### config.mk
export PLATFORM = sky130hd
export DESIGN_NAME = quickq_head
export DESIGN_NICKNAME = d
export VERILOG_FILES = /design/src/rtl/quickq_pkg.sv /design/src/rtl/quickq_sat_ctr.sv /design/src/rtl/quickq_head.sv
export SDC_FILE = /design/constraint.sdc
export NUM_CORES = 1
export LEC_CHECK = 0
export ABC_AREA = 1
export ABC_CLOCK_PERIOD_IN_PS = 2400
export CAP_MARGIN = 20
export CORE_MARGIN = 3
export CORE_UTILIZATION = 41
export CTS_BUF_LIST = sky130_fd_sc_hd__clkbuf_2
export DETAILED_ROUTE_END_ITERATION = 6
export PLACE_DENSITY = 0.79
export SYNTH_ARGS = -nofsm -noshare
export SYNTH_HDL_FRONTEND = slang
export SYNTH_SLANG_ARGS = --single-unit
### constraint.sdc
create_clock -name clk -period 2.4 [get_ports clk]
set_input_delay 0.72 -clock clk [delete_from_list [all_inputs] [get_ports clk]]
set_output_delay 0.72 -clock clk [all_outputs]
set_load 0.02 [all_outputs]
### src/rtl/quickq_pkg.sv
// Shared types and defaults for the quickq head controller and its node chain.
// Holds the head FSM states, default sizing and the command-pulse encoding for node 0.
package quickq_pkg;

    localparam int QQ_DATA_W = 16;
    localparam int QQ_DEPTH  = 64;
    localparam int QQ_RD_LAT = 2;

    typedef enum logic [2:0] {
        IDLE  = 3'd0,
        WRITE = 3'd1,
        GAP   = 3'd2,
        READ  = 3'd3,
        WAIT  = 3'd4,
        CLEAR = 3'd5
    } head_state_t;

    typedef enum logic [1:0] {
        CMD_NONE  = 2'd0,
        CMD_WRITE = 2'd1,
        CMD_READ  = 2'd2,
        CMD_RESET = 2'd3
    } node_cmd_t;

    // Decodes a command into the {write, read, reset} pulse lines; one-hot by construction.
    function automatic logic [2:0] cmd_to_pulses(input node_cmd_t cmd);
        logic [2:0] pulses;
        case (cmd)
            CMD_WRITE: pulses = 3'b100;
            CMD_READ:  pulses = 3'b010;
            CMD_RESET: pulses = 3'b001;
            default:   pulses = 3'b000;
        endcase
        return pulses;
    endfunction

endpackage

### src/rtl/quickq_sat_ctr.sv
// Saturating event counter used for the optional enqueue/dequeue statistics.
module quickq_sat_ctr #(
    parameter int W = 32
) (
    input  logic         clk,
    input  logic         reset_i,
    input  logic         inc_i,
    output logic [W-1:0] count_o
);

    logic [W-1:0] count_r;

    // Count events, sticking at all-ones instead of wrapping.
    always_ff @(posedge clk) begin
        if (reset_i) begin
            count_r <= {W{1'b0}};
        end else if (inc_i && (count_r != {W{1'b1}})) begin
            count_r <= count_r + W'(1'b1);
        end else begin
            count_r <= count_r;
        end
    end

    assign count_o = count_r;

endmodule

### src/rtl/quickq_head.sv
// Head controller of the quickq node chain: arbitrates host requests into node commands.
// Optional statistics ports are built only when QUICKQ_HEAD_STATS_EN is defined.
module quickq_head
    import quickq_pkg::*;
#(
    parameter int DATA_W = QQ_DATA_W,
    parameter int DEPTH  = QQ_DEPTH,
    parameter int RD_LAT = QQ_RD_LAT
) (
    input  logic                       clk,
    input  logic                       reset_i,
    input  logic                       enq_valid_i,
    input  logic [DATA_W-1:0]          enq_data_i,
    output logic                       enq_ready_o,
    input  logic                       deq_req_i,
    output logic                       deq_ready_o,
    output logic                       deq_valid_o,
    output logic [DATA_W-1:0]          deq_data_o,
    input  logic                       clr_i,
    output logic                       node_write_o,
    output logic                       node_read_o,
    output logic                       node_reset_o,
    output logic [DATA_W-1:0]          node_data_o,
    input  logic [DATA_W-1:0]          node_data_i,
`ifdef QUICKQ_HEAD_STATS_EN
    output logic [31:0]                enq_cnt_o,
    output logic [31:0]                deq_cnt_o,
`endif
    output logic [$clog2(DEPTH+1)-1:0] count_o,
    output logic                       full_o,
    output logic                       empty_o
);

    localparam int CNT_W  = $clog2(DEPTH + 1);
    localparam int WAIT_W = (RD_LAT > 1) ? $clog2(RD_LAT) : 1;
    localparam logic [CNT_W-1:0]  FULL_CNT  = CNT_W'(DEPTH);
    localparam logic [WAIT_W-1:0] WAIT_LOAD = WAIT_W'(RD_LAT - 1);

    head_state_t       state_r;
    head_state_t       state_s;
    node_cmd_t         cmd_s;
    logic [2:0]        pulses_s;
    logic [CNT_W-1:0]  count_r;
    logic [WAIT_W-1:0] wait_r;
    logic [DATA_W-1:0] node_data_r;
    logic [DATA_W-1:0] deq_data_r;
    logic              deq_valid_r;
    logic              full_s;
    logic              empty_s;
    logic              enq_ready_s;
    logic              deq_ready_s;
    logic              enq_fire_s;
    logic              clr_fire_s;
    logic              deq_done_s;

    assign full_s     = (count_r == FULL_CNT);
    assign empty_s    = (count_r == {CNT_W{1'b0}});
    assign enq_fire_s = enq_valid_i & enq_ready_s;
    assign clr_fire_s = (state_r == IDLE) & clr_i & ~reset_i;
    // Last WAIT cycle: node_data_i is valid now and is captured at this edge.
    assign deq_done_s = (state_r == WAIT) & (wait_r == {WAIT_W{1'b0}}) & ~reset_i;

    // State register.
    always_ff @(posedge clk) begin
        if (reset_i) begin
            state_r <= IDLE;
        end else begin
            state_r <= state_s;
        end
    end

    // Next-state logic; only IDLE looks at host requests, with clear > dequeue > enqueue.
    always_comb begin
        state_s = state_r;
        case (state_r)
            IDLE: begin
                if (clr_i) begin
                    state_s = CLEAR;
                end else if (deq_req_i && !empty_s) begin
                    state_s = READ;
                end else if (enq_valid_i && !full_s) begin
                    state_s = WRITE;
                end else begin
                    state_s = IDLE;
                end
            end
            WRITE:   state_s = GAP;
            GAP:     state_s = IDLE;
            READ:    state_s = WAIT;
            WAIT: begin
                if (wait_r == {WAIT_W{1'b0}}) begin
                    state_s = IDLE;
                end else begin
                    state_s = WAIT;
                end
            end
            CLEAR:   state_s = IDLE;
            default: state_s = IDLE;
        endcase
    end

    // Output decode: node command and host handshakes; reset_i overrides everything.
    always_comb begin
        cmd_s       = CMD_NONE;
        enq_ready_s = 1'b0;
        deq_ready_s = 1'b0;
        if (reset_i) begin
            cmd_s = CMD_RESET;
        end else begin
            case (state_r)
                IDLE: begin
                    enq_ready_s = ~full_s & ~clr_i & ~(deq_req_i & ~empty_s);
                    deq_ready_s = ~empty_s & ~clr_i;
                end
                WRITE:   cmd_s = CMD_WRITE;
                READ:    cmd_s = CMD_READ;
                CLEAR:   cmd_s = CMD_RESET;
                default: cmd_s = CMD_NONE;
            endcase
        end
    end

    // Occupancy, wait timer and data registers.
    always_ff @(posedge clk) begin
        if (reset_i) begin
            count_r     <= {CNT_W{1'b0}};
            wait_r      <= {WAIT_W{1'b0}};
            node_data_r <= {DATA_W{1'b0}};
            deq_data_r  <= {DATA_W{1'b0}};
            deq_valid_r <= 1'b0;
        end else begin
            deq_valid_r <= deq_done_s;
            if (clr_fire_s) begin
                count_r <= {CNT_W{1'b0}};
            end else if (enq_fire_s) begin
                count_r <= count_r + CNT_W'(1'b1);
            end else if (deq_done_s && !empty_s) begin
                count_r <= count_r - CNT_W'(1'b1);
            end else begin
                count_r <= count_r;
            end
            if (enq_fire_s) begin
                node_data_r <= enq_data_i;
            end else begin
                node_data_r <= node_data_r;
            end
            if (state_r == READ) begin
                wait_r <= WAIT_LOAD;
            end else if ((state_r == WAIT) && (wait_r != {WAIT_W{1'b0}})) begin
                wait_r <= wait_r - WAIT_W'(1'b1);
            end else begin
                wait_r <= wait_r;
            end
            if (deq_done_s) begin
                deq_data_r <= node_data_i;
            end else begin
                deq_data_r <= deq_data_r;
            end
        end
    end

    assign pulses_s                                  = cmd_to_pulses(cmd_s);
    assign {node_write_o, node_read_o, node_reset_o} = pulses_s;
    assign node_data_o = node_write_o ? node_data_r : {DATA_W{1'b0}};
    assign enq_ready_o = enq_ready_s;
    assign deq_ready_o = deq_ready_s;
    assign deq_valid_o = deq_valid_r;
    assign deq_data_o  = deq_data_r;
    assign count_o     = count_r;
    assign full_o      = full_s;
    assign empty_o     = empty_s;

`ifdef QUICKQ_HEAD_STATS_EN
    quickq_sat_ctr #(.W(32)) u_enq_ctr (
        .clk     (clk),
        .reset_i (reset_i),
        .inc_i   (enq_fire_s),
        .count_o (enq_cnt_o)
    );

    quickq_sat_ctr #(.W(32)) u_deq_ctr (
        .clk     (clk),
        .reset_i (reset_i),
        .inc_i   (deq_done_s),
        .count_o (deq_cnt_o)
    );
`endif

endmodule

# Word-level counts from Yosys, hierarchy flattened
# Index checks and enable logic that the tools add are counted.
[word_totals]
register_bits = 44
elab_cells = 60
[op_classes]
n_addsub = 3
n_eq_ne = 8
n_mux = 17
n_bitwise = 15
n_reduce_logical = 11
[ops]
columns = ["cell", "count"]
rows = [
  ["$mux W16", 1],
  ["$mux W7", 2],
  ["$pmux W3 S4", 1],
  ["$and A1 B1 Y1", 9],
  ["$pmux W3 S3", 1],
  ["$add A7 B1 Y7 const B", 1],
  ["$eq A7 B7 Y1 const B", 1],
  ["$logic_not A7 Y1", 1],
  ["$mux W1", 7],
  ["$sub A7 B1 Y7 const B", 1],
  ["$eq A3 B3 Y1 const B", 2],
  ["$mux W3", 2],
  ["$not A1 Y1", 6],
  ["$pmux W2 S3", 1],
  ["$eq A2 B2 Y1 const B", 2],
  ["$logic_and A1 B1 Y1", 4],
  ["$mux W2", 2],
  ["$reduce_bool A2 Y1", 2],
  ["$eq A3 B1 Y1 const B", 1],
  ["$eq A3 B2 Y1 const B", 1],
  ["$logic_not A3 Y1", 1],
  ["$eq A2 B1 Y1 const B", 1],
  ["$logic_not A1 Y1", 2],
  ["$reduce_or A2 Y1", 1],
  ["$sub A1 B1 Y1 const B", 1],
]

# Logic depth before layout (Yosys ltp)
[depth]
word_depth = 9
depth_mapped = 17
depth_no_buf = 16

# Worst setup path before layout
# Ideal clock, no wire load.
[synth_path]
path_kind = "input to register"
startpoint = "in clr_i"
endpoint = "reg count_r[6] (netlist: count_o[6])"
setup_time_ps = 115
t_arrival_ps = 2508
slack_ps = -223
cell_stages = 14
n_path_buf = 1
cell_sequence = "inv_1 nand3_4 nor3_4 nand2_4 buf_6 ha_1 nand2_1 inv_1 o21ai_0 nand3_1 inv_1 nand2_1 a21oi_1 nor2_1"
[synth_via]
elab_chain_len = 7
elab_cells_between_ends = 11
classes_between = "3 x mux; 6 x bitwise; 2 x reduce/logical"
[synth_rtl]
columns = ["element", "line", "rtl"]
rows = [
  ["start, declared", "quickq_head.sv:19", "input logic clr_i,"],
  ["$not A1 Y1 *", "quickq_head.sv:112", "enq_ready_s = ~full_s & ~clr_i & ~(deq_req_i & ~empty_s);"],
  ["$and A1 B1 Y1 * (2 in a row)", "quickq_head.sv:112", ""],
  ["$mux W1 *", "quickq_head.sv:110", "case (state_r)"],
  ["$mux W1 *", "quickq_head.sv:107", "if (reset_i) begin"],
  ["via enq_ready_o", "quickq_head.sv:14", "output logic enq_ready_o,"],
  ["$and A1 B1 Y1 *", "quickq_head.sv:58", "assign enq_fire_s = enq_valid_i & enq_ready_s;"],
  ["$mux W7 or $reduce_bool A2 Y1 (tied branches)", "-", ""],
  ["end signal, assigned", "quickq_head.sv:134", "count_r <= {CNT_W{1'b0}};"],
  ["end signal, assigned", "quickq_head.sv:136", "count_r <= count_r + CNT_W'(1'b1);"],
  ["end signal, assigned", "quickq_head.sv:138", "count_r <= count_r - CNT_W'(1'b1);"],
  ["end, declared", "quickq_head.sv:43", "logic [CNT_W-1:0] count_r;"],
]
# Mark *: on every way through the listed nets, which the timed path passes. The rest lies on a longest branch.
# A chain may end at the register's enable or synchronous reset.

# Final worst setup path
[layout_path]
startpoint = "in reset_i"
endpoint = "out node_data_o[10]"
[layout_via]
elab_chain_len = 4
elab_cells_between_ends = 6
classes_between = "3 x eq/ne; 3 x mux"
[layout_rtl]
columns = ["element", "line", "rtl"]
rows = [
  ["start, declared", "quickq_head.sv:11", "input logic reset_i,"],
  ["$mux W2 *", "quickq_head.sv:107", ""],
  ["$eq A2 B2 Y1 or $eq A2 B1 Y1 (tied branches)", "quickq_pkg.sv:28", "case (cmd)"],
  ["$pmux W3 S3 *", "quickq_pkg.sv:28", ""],
  ["$mux W16 *", "quickq_head.sv:164", "assign node_data_o = node_write_o ? node_data_r : {DATA_W{1'b0}};"],
  ["end, declared", "quickq_head.sv:23", "output logic [DATA_W-1:0] node_data_o,"],
]
# Mark *: on every way between the ends. The rest lies on a longest branch, timed or not.

==> impl_metrics.yaml <==
cts:
  root_buffer: "clkbuf_2"
  cts_tree: "done"
  cts.sinks: 44
  numCtsBuffers: 5
  max-clock-path-buffers: 2
  cts_htree_levels: 2
  cts.clk_slew.worst_paths_ns: 0.20
  worstSkewPairLatency_ns: 0.41
synthesis:
  ys_async_sr_fraction_pct: 0
  yosys.area.top_type_share_pct: 41.0
  synth-edff-count: 0
  synthFlopType: "dfxtp_1"
  ys_ff_latch: 44
  syn_area_mm2: 0.00215
  synthCells: 279
  ys_types: 31
  synth.largest_area_cell: "dfxtp_1"
  ys_top_cells_by_area: "dfxtp_1, nand2_1, o21ai_0, inv_1, nor2_1"
  syn_avg_cell_area_um2: 7.70
  syn_nets: 322
  yosysSeqAreaShare_pct: 41.0
  yosys_warnings: 0
worst_setup_path:
  cp.required_ns: 1.68
  path_class: "primary input to output pin"
  critPathLaunch: "reset_i"
  r2r_cells: 14
  critPathCaptureType: "output pin"
  r2r_start: "state_r[0]"
  critPathMaxStageDelay_ns: 0.29
  path_cells: "clkdlybuf4s15_1, nor3_4, clkinvlp_4, nor2_1, buf_4"
  path_max_fanout: 8
  reg2reg_slack_ns: 0.10
  startpoint_type: "primary input"
  critical_path_arrival_ns: 1.82
  slowest_stage: "nor3_4"
  worst_r2r_endpoint: "count_o[3]"
sta:
  rsz0062_at_grt: "yes"
  fmax_mhz: 394
  clock-skew-final_ns: 0.0295
  fin_ws_ns: -0.138
  holdWs_ns: 0.470
  maxSlewHeadroom_pct: 76.8
  drv_slew: 0
  setup_viol: 15
  period_share_pct: 106
  final-hold-violation-count: 0
  worst_slew_pin_slew_ns: 0.348
  min_period_ns: 2.54
cells_and_area:
  final_cell_mix: "clkdlybuf4s50_1, nand2_1, dfxtp_1"
  final_common_cell: "clkdlybuf4s50_1"
  diodes: 0
  drive_above_1_share_pct: 31.5
  fin_nets: 427
  layoutNonFillerInstCount: 451
  area_growth_pct: 58.9
pwr:
  power.density_mw_per_mm2: 528
  p_int_uw: 1170
  clock_power_share_pct: 16.6
  swShare_pct: 35.2
  ir_drop_v: 0.000314
  p_seq_share_pct: 46.1
  switching_power_uw: 634
  total_power_uw: 1800
  p_leak_uw: 0.00134
  combPwrFrac_pct: 37.3
hold_path:
  holdPathEnd: "node_data_r[5]"
  hp-class: "register to register"
  worstHoldStart: "node_data_r[5]"
  min_path_cells: 2
placement:
  gp_congestion: 0.848
  portBuffers: 83
  dp_slack_ns: -0.665
  place_inst: 437
  hpwlAfterDp_um: 4220
grt:
  grt_pass1_wl_um: 9360
  grt_pass1_vias: 2010
  antenna_found_initial: 0
  track_usage_pct: 18.9
  grt_max_degree: 37
  overflow: 0
floorplanning:
  die-area_mm2: 0.00614
  row_count: 25
  die_w_um: 78.4
  core-area_mm2: 0.00488
  dieHeight_um: 78.4
  start_util_pct: 44.0
  top_level_ports: 84
routing:
  drt_iter0_drc: 71
  viasPerCell: 4.76
  num_vias: 2148
  drt_first_pass_iters: 4
  wl_um: 5670
  wl_per_cell_um: 12.6
  drc_errors: 0
  antenna_left: 0
run_status:
  violations: "negative setup slack"
  status: "complete, but fails checks"
job:
  drv_cap: 0
-- power groups by stage --
stage | clock (uW) | sequential [uW] | combinational, uW
after global routing | 346 | 838 | 731
after floorplan | 0 | 872 | 335
final | 300 | 831 | 673
after CTS | 310 | 829 | 630
after detailed placement | 0 | 841 | 614
after global placement | 0 | 839 | 603
-- metal layers --
layer	track usage, %	vias up	part of all wire, %
li1	-	1099	-
met1	23.2	994	43
met2	33.3	45	51
met3	3.56	10	3.4
met4	6.29	0	2.0
met5	0	-	0
-- synth_stat cells, types with 3 or more instances --
master,n
a21oi_1,13
a21oi_2,9
buf_2,4
clkbuf_1,3
dfxtp_1,44
ha_1,5
inv_1,32
inv_2,6
nand2_1,49
nand2_4,3
nand3_1,8
nor2_1,32
nor2_2,4
nor2_4,4
o21ai_0,28
o21ai_1,12
xor2_1,4
-- cells by family after synthesis --
family / after synthesis / synth area share, %
adders and majority gates: 6 / 3.84
DFF: 44 / 41.0
buffers and inverters: 48 / 9.32
AOI/OAI and AO/OA: 67 / 17.8
xor gates and xnor gates: 4 / 1.63
and+or+nand+nor: 110 / 26.4
-- worst max path at each step --
stage,to,slack [ns]
floorplan,node_data_o[10],-0.06
global placement,node_data_o[9],-0.62
detailed placement,node_data_o[6],-0.67
CTS,node_data_o[8],-0.13
global route,node_data_o[10],-0.21
finish,node_data_o[10],-0.14
-- worst max-delay path: cells and delay by family --
family | cells | cell delay (ns)
buffers and inverters | 3 | 0.65
AND/OR/NAND/NOR | 2 | 0.45
-- metrics by stage --
stage	util, %	cell area (um^2)	setup TNS, ns
after CTS	67.5	3290	-1.47
after floorplan	-	2230	-0.650
final	69.9	3410	-1.37
after detailed placement	66.2	3230	-17.64
after global placement	66.2	3230	-16.96
after global routing	69.9	3410	-2.73
-- area by class of cell --
class | instances | area [um^2]
fillers | 408 | 1470
flip-flops and latches | 44 | 896
clock buffers | 5 | 25.0
repair buffers | 107 | 1000
well taps | 67 | 83.8
repair inverters | 1 | 7.51
clock inverters | 2 | 11.3
multi-input cells | 187 | 1240
inverters | 38 | 150
-- flip-flops by register name, indices dropped and copies added (netlist names) --
| signal | count |
|---|---|
| count_o | 7 |
| deq_data_o | 16 |
| deq_valid_o | 1 |
| node_data_r | 16 |
| state_r | 3 |
| wait_r | 1 |
-- repair_timing --
action / CTS / global route
endpoints found under the hold margin: 0 / 0
setup endpoints to repair: 23 / 26
gates resized for setup: 118 / 35
hold buffers: 0 / 0
gates cloned: 1 / 0
setup buffers: 2 / 4
pin swaps: 2 / 13
Power figures use the tool's default switching activity.
